`config.mk`:
```
export PLATFORM = sky130hd
export DESIGN_NAME = cordic_arb
export DESIGN_NICKNAME = d
export VERILOG_FILES = /design/src/rtl/cordic_pkg.sv /design/src/rtl/cordic_rr_arbiter.sv /design/src/rtl/cordic_arb.sv
export SDC_FILE = /design/constraint.sdc
export NUM_CORES = 1
export LEC_CHECK = 0
export CAP_MARGIN = 25
export CORE_ASPECT_RATIO = 0.7
export CORE_UTILIZATION = 43
export DETAILED_ROUTE_END_ITERATION = 16
export PLACE_DENSITY = 0.83
export SETUP_SLACK_MARGIN = 0.05
export SLEW_MARGIN = 20
export SYNTH_ARGS = -nofsm -noshare
export SYNTH_HDL_FRONTEND = slang
export SYNTH_HIERARCHICAL = 1
export SYNTH_SLANG_ARGS = --single-unit
```
`constraint.sdc`:
```
create_clock -name clock -period 4.3 [get_ports clock]
set_input_delay 0.86 -clock clock [delete_from_list [all_inputs] [get_ports clock]]
set_output_delay 0.86 -clock clock [all_outputs]
set_load 0.05 [all_outputs]
```
`src/rtl/cordic_pkg.sv`:
```
// Shared constants, tag type and negate helper for the CORDIC request arbiter.
package cordic_pkg;

   localparam int               ANGLE_W = 16;
   localparam logic [ANGLE_W-1:0] ANG_90  = 16'h4000;
   localparam logic [ANGLE_W-1:0] ANG_180 = 16'h8000;
   localparam logic [ANGLE_W-1:0] X_INIT  = 16'h4D80;
   localparam int               LATENCY = 16;
   localparam int               ID_W    = 4;

   typedef struct packed {
      logic            valid;
      logic [ID_W-1:0] id;
      logic            neg;
   } tag_t;

   // Two's-complement negate; the most negative code saturates to max positive.
   function automatic logic [ANGLE_W-1:0] neg_sat(input logic [ANGLE_W-1:0] v);
      return (v == ANG_180) ? 16'h7FFF : (~v + 1'b1);
   endfunction

endpackage

```
`src/rtl/cordic_rr_arbiter.sv`:
```
// Round-robin grant: search starts at ptr, first active request wins (one-hot grant).
module cordic_rr_arbiter #(
   parameter int NUM_REQ = 4,
   parameter int PTR_W   = 2
) (
   input  logic [NUM_REQ-1:0] req,
   input  logic [PTR_W-1:0]   ptr,
   output logic [NUM_REQ-1:0] grant,
   output logic [PTR_W-1:0]   grant_idx,
   output logic               grant_any
);

   logic [PTR_W-1:0] idx;

   always_comb begin
      grant     = '0;
      grant_idx = '0;
      grant_any = 1'b0;
      idx       = '0;
      for (int k = 0; k < NUM_REQ; k++) begin
         idx = PTR_W'((int'(ptr) + k) % NUM_REQ);
         if (!grant_any && req[idx]) begin
            grant[idx] = 1'b1;
            grant_idx  = idx;
            grant_any  = 1'b1;
         end
      end
   end

endmodule

```
`src/rtl/cordic_arb.sv`:
```
// Multi-requester front end for a fixed-latency CORDIC sin/cos datapath.
// Optional quadrant folding is enabled with CORDIC_ARB_QUAD_FOLD_EN.
module cordic_arb #(
   parameter int          NUM_REQ = 4,
   parameter int          LATENCY = cordic_pkg::LATENCY,
   parameter logic [15:0] X_INIT  = cordic_pkg::X_INIT
) (
   input  logic                  clock,
   input  logic                  reset,
   input  logic [NUM_REQ-1:0]    req_valid,
   input  logic [NUM_REQ*16-1:0] req_angle,
   output logic [NUM_REQ-1:0]    req_ready,
   output logic [15:0]           x_start,
   output logic [15:0]           y_start,
   output logic [15:0]           angle,
   input  logic [15:0]           sine,
   input  logic [15:0]           cosine,
   output logic [NUM_REQ-1:0]    rsp_valid,
   output logic [15:0]           rsp_sine,
   output logic [15:0]           rsp_cosine,
   output logic [4:0]            inflight
);
   import cordic_pkg::*;

   localparam int PTR_W = (NUM_REQ > 1) ? $clog2(NUM_REQ) : 1;

   logic [PTR_W-1:0]   ptr;
   logic [PTR_W-1:0]   gnt_idx;
   logic [NUM_REQ-1:0] grant;
   logic               gnt_any;
   logic               accept;
   logic [15:0]        sel_angle;
   logic [15:0]        fold_angle;
   logic               fold_neg;
   tag_t               tag_d;
   tag_t               tag_q [0:LATENCY];
   tag_t               tag_out;
   logic [NUM_REQ-1:0] rsp_hit;

   cordic_rr_arbiter #(
      .NUM_REQ (NUM_REQ),
      .PTR_W   (PTR_W)
   ) u_arb (
      .req       (req_valid),
      .ptr       (ptr),
      .grant     (grant),
      .grant_idx (gnt_idx),
      .grant_any (gnt_any)
   );

   assign req_ready = reset ? '0 : grant;
   assign accept    = gnt_any & ~reset;

   always_comb begin
      sel_angle = '0;
      for (int i = 0; i < NUM_REQ; i++) begin
         if (grant[i]) sel_angle = req_angle[i*ANGLE_W +: ANGLE_W];
      end
   end

`ifdef CORDIC_ARB_QUAD_FOLD_EN
   // Angles beyond +/-90 deg are rotated by 180 deg and the result negated.
   assign fold_neg   = sel_angle[15] ^ sel_angle[14];
   assign fold_angle = fold_neg ? (sel_angle ^ ANG_180) : sel_angle;
`else
   assign fold_neg   = 1'b0;
   assign fold_angle = sel_angle;
`endif

   always_ff @(posedge clock) begin
      if (reset) begin
         ptr     <= '0;
         x_start <= '0;
         y_start <= '0;
         angle   <= '0;
      end else if (accept) begin
         ptr     <= (gnt_idx == PTR_W'(NUM_REQ - 1)) ? '0 : gnt_idx + 1'b1;
         x_start <= X_INIT;
         y_start <= '0;
         angle   <= fold_angle;
      end else begin
         x_start <= '0;
         y_start <= '0;
         angle   <= '0;
      end
   end

   always_comb begin
      tag_d       = '0;
      tag_d.valid = accept;
      tag_d.id    = ID_W'(gnt_idx);
      tag_d.neg   = fold_neg;
   end

   // Stage 0 aligns with x_start/angle; the last stage lines up with sine/cosine.
   always_ff @(posedge clock) begin
      if (reset) begin
         for (int i = 0; i <= LATENCY; i++) tag_q[i] <= '0;
      end else begin
         tag_q[0] <= tag_d;
         for (int i = 1; i <= LATENCY; i++) tag_q[i] <= tag_q[i-1];
      end
   end

   assign tag_out = tag_q[LATENCY];

   always_comb begin
      rsp_hit = '0;
      for (int i = 0; i < NUM_REQ; i++) begin
         rsp_hit[i] = tag_out.valid && (tag_out.id == ID_W'(i));
      end
   end

   always_ff @(posedge clock) begin
      if (reset) begin
         rsp_valid  <= '0;
         rsp_sine   <= '0;
         rsp_cosine <= '0;
      end else begin
         rsp_valid <= rsp_hit;
         if (tag_out.valid) begin
            rsp_sine   <= tag_out.neg ? neg_sat(sine)   : sine;
            rsp_cosine <= tag_out.neg ? neg_sat(cosine) : cosine;
         end
      end
   end

   // Retirement counts on the edge that raises rsp_valid, so the ceiling is LATENCY+1.
   always_ff @(posedge clock) begin
      if (reset) begin
         inflight <= '0;
      end else if (accept && !tag_out.valid) begin
         inflight <= inflight + 1'b1;
      end else if (!accept && tag_out.valid) begin
         inflight <= inflight - 1'b1;
      end
   end

endmodule

```
* Word level (Yosys, flattened, before mapping)
Memory sizes are Yosys's and may differ from the RTL's.
Index checks and enable logic that the tools add are counted.
** Word-level totals
- Register bits :: 75
- Bits in writable memories :: 102
- Logic and storage cells :: 137
- Output and inout port bits :: 93
- Memories :: 1
- Input port bits :: 102
** Memories
- tag_q :: depth 17, bits a word 6, rd ports 17, clocked after memory_dff 0, wr ports 17, RTL line cordic_arb.sv:36 : tag_t tag_q [0:LATENCY];
** Cells by class
- Muxes and demuxes :: 61
- Eq/ne operators :: 6
- Reductions and logical operators :: 21
- Add/sub/neg operators :: 8
- Magnitude comparators :: 8
- Bitwise operators :: 25
** Operators with widths (number)
- $mux W16 :: 8
- $mux W6 :: 17
- $add A16 B1 Y16 const B :: 2
- $eq A16 B16 Y1 const B :: 2
- $not A16 Y16 :: 2
- $mux W4 :: 5
- $or A1 B1 Y1 :: 17
- $mux W1 :: 15
- $mux W15 :: 1
- $logic_and A1 B1 Y1 :: 13
- $lt A2 B3 Y1 const B :: 4
- $or A4 B4 Y4 :: 3
- $mux W2 :: 5
- $mux W5 :: 2
- $bmux W1 S2 :: 4
- $demux W1 S2 :: 4
- $eq A4 B2 Y1 const B :: 2
- $ge A2 B1 Y1 const B :: 4
- $add A5 B1 Y5 const B :: 1
- $logic_not A1 Y1 :: 5
- $sub A5 B1 Y5 const B :: 1
- $add A2 B1 Y2 const B :: 2
- $add A2 B2 Y2 const B :: 2
- $eq A4 B1 Y1 const B :: 1
- 6 further kinds :: 7

* Depth between registers and ports, before layout
- Word-level depth :: 17
- Depth in mapped cells :: 15
- Mapped depth without buffers :: 13

* Hierarchy
Netlist, hierarchy kept.
** By module, submodules not included
- cordic_arb :: times used 1, area each 4152.7 sq um, sequential area each 2202.1 sq um, cells an instance 400
- cordic_rr_arbiter :: times used 1, area each 421.7 sq um, sequential area each 0.0 sq um, cells an instance 45

* Worst setup path before layout
OpenSTA, ideal clock, no wires.
- Kind :: input-to-output
- Start point :: input req_valid[2]
- End point :: output req_ready[2]
- Path buffers :: 2
- Data required time :: 3.440 ns
- Path slack :: 0.280 ns
- Stages on the path :: 7
- Arrival time :: 3.160 ns
- Path through :: mux4_2 buf_6 and2b_2 a22oi_1 o21ai_0 clkbuf_1 nor2b_1
** Between the ends
- Longest elaborated chain between the ends :: 13
- Elaborated cells between the ends (all ways) :: 25
- Classes of those cells :: 16 x mux; 3 x bitwise; 6 x reduce/logical
** RTL lines
- start: declaration :: RTL line cordic_arb.sv:10 : input logic [NUM_REQ-1:0] req_valid,
- $bmux W1 S2 :: RTL line cordic_rr_arbiter.sv:22 : if (!grant_any && req[idx]) begin
- $mux W1 (implied by the code) :: RTL line cordic_rr_arbiter.sv:22
- $mux W1 :: RTL line cordic_rr_arbiter.sv:22
- $logic_not A1 Y1 :: RTL line cordic_rr_arbiter.sv:22
- $logic_and A1 B1 Y1 :: RTL line cordic_rr_arbiter.sv:22
- $mux W1 :: RTL line cordic_rr_arbiter.sv:22
- $logic_not A1 Y1 :: RTL line cordic_rr_arbiter.sv:22
- $logic_and A1 B1 Y1 :: RTL line cordic_rr_arbiter.sv:22
- $mux W1 :: RTL line cordic_rr_arbiter.sv:22
- $logic_not A1 Y1 :: RTL line cordic_rr_arbiter.sv:22
- $logic_and A1 B1 Y1 :: RTL line cordic_rr_arbiter.sv:22
- $mux W4 (*) :: RTL line cordic_rr_arbiter.sv:22
- net grant[2] :: RTL line cordic_arb.sv:29 : logic [NUM_REQ-1:0] grant;
- $mux W4 (*) :: RTL line cordic_arb.sv:51 : assign req_ready = reset ? '0 : grant;
- end: declaration :: RTL line cordic_arb.sv:12 : output logic [NUM_REQ-1:0] req_ready,
The timed path passes the listed nets; every way through them passes the cells marked *. The select of a mux whose other input is x is not followed.

* Worst setup path in the final report
- Start point :: input req_valid[3]
- End point :: output req_ready[3]
Same word-level chain as after synthesis.

==> run_results.csv <==
group,metric,value,unit
power_and_ir_drop,powerDensity,541,nW/um^2
timing,setup_tns,0,ns
yosys,synth_compound_area_share,10.9,%
timing,max_slew_margin,41.7,%
global_routing,grt_pass1_wl,16.5,mm
clocking,clock_latency,0.33,ns
clocking,cts.clk_slew.worst_paths,0.07,ns
yosys,synth_top_family_by_area,"simple AND/OR/NAND/NOR gates",
timing,fin_crit_sh,94.4,%
power_and_ir_drop,pwr-share-comb,43.4,%
power_and_ir_drop,vdd_drop_max,0.437,mV
yosys,syn_inst,445,
floorplanning,initial_utilization,44.2,%
place,io_buffer_count,167,
timing,worstMarginPinSlew,0.874,ns
place,dpl.hpwl,7.71,mm
yosys,async_flop_share,0,%
worst_setup_path,startpoint_type,"input port",
min_path,hold_path_depth,1,
timing,period_needed,4.06,ns
worst_setup_path,path_class,"input port to output pin",
yosys,synth.distinct_cells,44,
worst_setup_path,required,3.44,ns
clocking,clockBufferDepth,2,
worst_setup_path,crit_slowest_cell,"mux4_2",
timing,setup_viol,0,
global_routing,grt_pass1_vias,3245,
yosys,ys.flop_type,"dfxtp_1",
worst_setup_path,worst-path-buf-inv,3,
route,via_per_inst,4.82,
yosys,synthXorXnorAreaFrac,0.574,%
min_path,holdCritPathClass,"register to register",
route,drtIter0Drc,200,
clocking,cts_max_level,3,
floorplanning,rows,31,
worst_setup_path,worst-path-stages,8,
worst_setup_path,max_stage_delay,0.52,ns
yosys,ys_warn_count,6,
route,drc,11,
worst_setup_path,cp_top_family,"buffers and inverters",
floorplanning,die_w,125,um
cells_and_area,seqCellArea,2200,um^2
global_routing,grt.total_usage,18.9,%
clocking,root_buffer,"clkbuf_16",
yosys,ys_seq_area_share,48.1,%
clocking,post_cts_buffers,0,
power_and_ir_drop,sw_frac_of_total,37.1,%
floorplanning,fp.dieH,88.3,um
run_status,violations,"DRC",
clocking,clock_sinks,110,
clocking,tritoncts,"yes",
floorplanning,die_area,11100,um^2
power_and_ir_drop,pwr-share-clk,23.8,%
worst_setup_path,arrival,3.20,ns
global_routing,grt_overflow,0,
power_and_ir_drop,p_seq_share,32.8,%
cells_and_area,nets,708,
timing,fmax,246,MHz
route,wirelength,10.3,mm
yosys,synth-seq-cells,110,
clocking,cts-resized-gates,0,
cells_and_area,drive_gt1_share,6.02,%
cells_and_area,num-fill-cells,826,
timing,drv_slew,0,
route,wire_per_inst,14.0,um
yosys,synth-simple-area-share,16.4,%
place,place.gp.congestion,0.928,
global_routing,antenna_found_initial,0,
cells_and_area,multi_input_area,2020,um^2
timing,finalClockSkew,0.00455,ns
timing,hold_violations,0,
cells_and_area,antenna_cells,0,
yosys,synth_area_per_cell,10.3,um^2
clocking,numCtsBuffers,9,
cells_and_area,area_growth,41.5,%
yosys,muxShareOfSynthArea,10.5,%
power_and_ir_drop,p_int,2.20,mW
timing,rsz0062_at_grt,"no",
yosys,synth_fa_ha_area_share,3.45,%
floorplanning,io_pins,195,
global_routing,grt_max_degree,97,
clocking,cts_hold_buf,0,
route,final_antenna_net_count,0,
floorplanning,core,10400,um^2
job,drv_cap,0,
worst_setup_path,cp_max_fo,12,
power_and_ir_drop,switchingPower,1.30,mW
yosys,syn_area,4570,um^2
cells_and_area,post-route-util,62.5,%
worst_setup_path,worst-r2r-cell-count,13,
worst_setup_path,worstSetupEndpointType,"output pin",
yosys,synth_enable_flop_cells,0,
route,dr.pass1.iters,12,
power_and_ir_drop,power_leakage,2.47,nW
run_status,outcome,"complete, but fails checks",
route,vias,3522,
worst_setup_path,crit_chain,"clkdlybuf4s50_1, mux4_2, buf_4, nor4b_4, a22oi_1, o21ai_0, nor2b_1, buf_12",
[cells in the final DEF (no fill, tap or decap), types with 2 or more instances in the layout]
cell type,instances
a21oi_1,5
a22o_1,16
a22oi_1,23
buf_12,4
buf_4,7
clkbuf_16,9
clkdlybuf4s50_1,162
conb_1,27
dfxtp_1,109
ha_1,11
inv_1,7
mux2i_1,36
mux4_1,2
mux4_2,2
nand2_1,17
nand2b_1,2
nand3b_1,2
nor2_1,45
nor2b_1,57
nor2b_4,2
nor4_1,2
nor4b_1,2
o21ai_0,12
o21ai_1,8
o31ai_1,2
xor2_1,2
[area by class of cell]
type                       instances  area share, %
inverter                           7          0.406
tap                              132           2.55
sequential                       110           34.0
clock inverter                     5           1.02
multi-input combinational        293           31.2
clock buffer                      10           3.69
timing repair buffer             173           27.1
[cell families after synthesis]
logic type / Yosys count
and+or+nand+nor: 137
DFF: 110
AOI/OAI and AO/OA: 72
buffers and inverters: 68
muxes: 42
adders and majority gates: 12
xor gates and xnor gates: 3
other: 1
[worst register-to-register path, stage by stage, from the launching register on]
cell and delay, ns:
dfxtp_1 0.53, inv_1 0.16, ha_1 0.38, mux4_2 0.45, nor3_1 0.29, nand2b_1 0.17, nor2b_4 0.17, ha_1 0.21
inv_1 0.16, ha_1 0.31, a21oi_1 0.23, a211oi_1 0.11, a31oi_1 0.16, mux2_1 0.33
[final timing paths]
path / startpoint / end / slack (ns)
setup / recovery: req_valid[3] / req_ready[3] / 0.24
hold / removal: tag_q[0][47]$_SDFF_PP0_ / tag_q[0][53]$_SDFF_PP0_ / 0.44
setup reg to reg: ptr[1]$_SDFFE_PP0N_ / inflight[4]$_SDFFE_PP0P_ / 0.54
hold reg to reg: tag_q[0][47]$_SDFF_PP0_ / tag_q[0][53]$_SDFF_PP0_ / 0.44
[metal layers]
metal	share of wire (%)	vias up	GRT usage [%]
met3	5.5	9	4.90
met1	46	1656	24.7
met5	0	-	0
met2	47	109	31.4
li1	-	1748	-
met4	1.2	0	5.10
[registers in the layout, summed over array words and instances, names as in the netlist]
name        flops
rsp_cosine     16
angle          16
tag_q          50
rsp_sine       16
ptr             2
x_start         1
inflight        5
rsp_valid       4
[through the flow]
stage	hold slack (ns)	setup slack, ns	std cells	power (mW)	area (um^2)
final	0.438	0.240	730	3.50	6470
after global routing	0.453	0.0690	730	3.69	6470
after CTS	0.441	0.269	730	3.52	6470
after detailed placement	0.428	0.130	715	2.69	6170
after global placement	0.416	0.261	715	2.64	6170
after floorplan	0.414	0.280	471	2.32	4670
[Yosys cell counts, types with 2 or more instances]
| cell type | count | area share [%] |
|---|---|---|
| dfxtp_1 | 110 | 48 |
| nor2b_1 | 57 | 7.8 |
| nor2_1 | 45 | 3.7 |
| mux2i_1 | 36 | 7.9 |
| buf_4 | 32 | 5.3 |
| a22oi_1 | 23 | 3.8 |
| nand2_1 | 17 | 1.4 |
| a22o_1 | 16 | 3.1 |
| o21ai_0 | 14 | 1.5 |
| buf_2 | 12 | 1.3 |
| ha_1 | 11 | 3.0 |
| clkbuf_1 | 9 | 0.74 |
| buf_6 | 7 | 1.7 |
| inv_1 | 7 | 0.57 |
| o21ai_1 | 7 | 0.77 |
| a21oi_1 | 5 | 0.55 |
| mux4_1 | 2 | 1.1 |
| mux4_2 | 2 | 0.98 |
| nand2b_1 | 2 | 0.27 |
| nand3b_1 | 2 | 0.33 |
| nor2b_4 | 2 | 0.60 |
| nor4_1 | 2 | 0.27 |
| nor4b_1 | 2 | 0.38 |
| o31ai_1 | 2 | 0.33 |
| xor2_1 | 2 | 0.38 |
[power groups by stage]
| stage | logic, mW | registers [mW] | clock network [mW] |
|---|---|---|---|
| global route | 1.63 | 1.16 | 0.896 |
| floorplan | 0.967 | 1.35 | 0 |
| detailed placement | 1.52 | 1.17 | 0 |
| global placement | 1.47 | 1.17 | 0 |
| CTS | 1.52 | 1.15 | 0.854 |
| finish | 1.52 | 1.15 | 0.832 |
No activity file was read; power rests on OpenSTA's default activity.
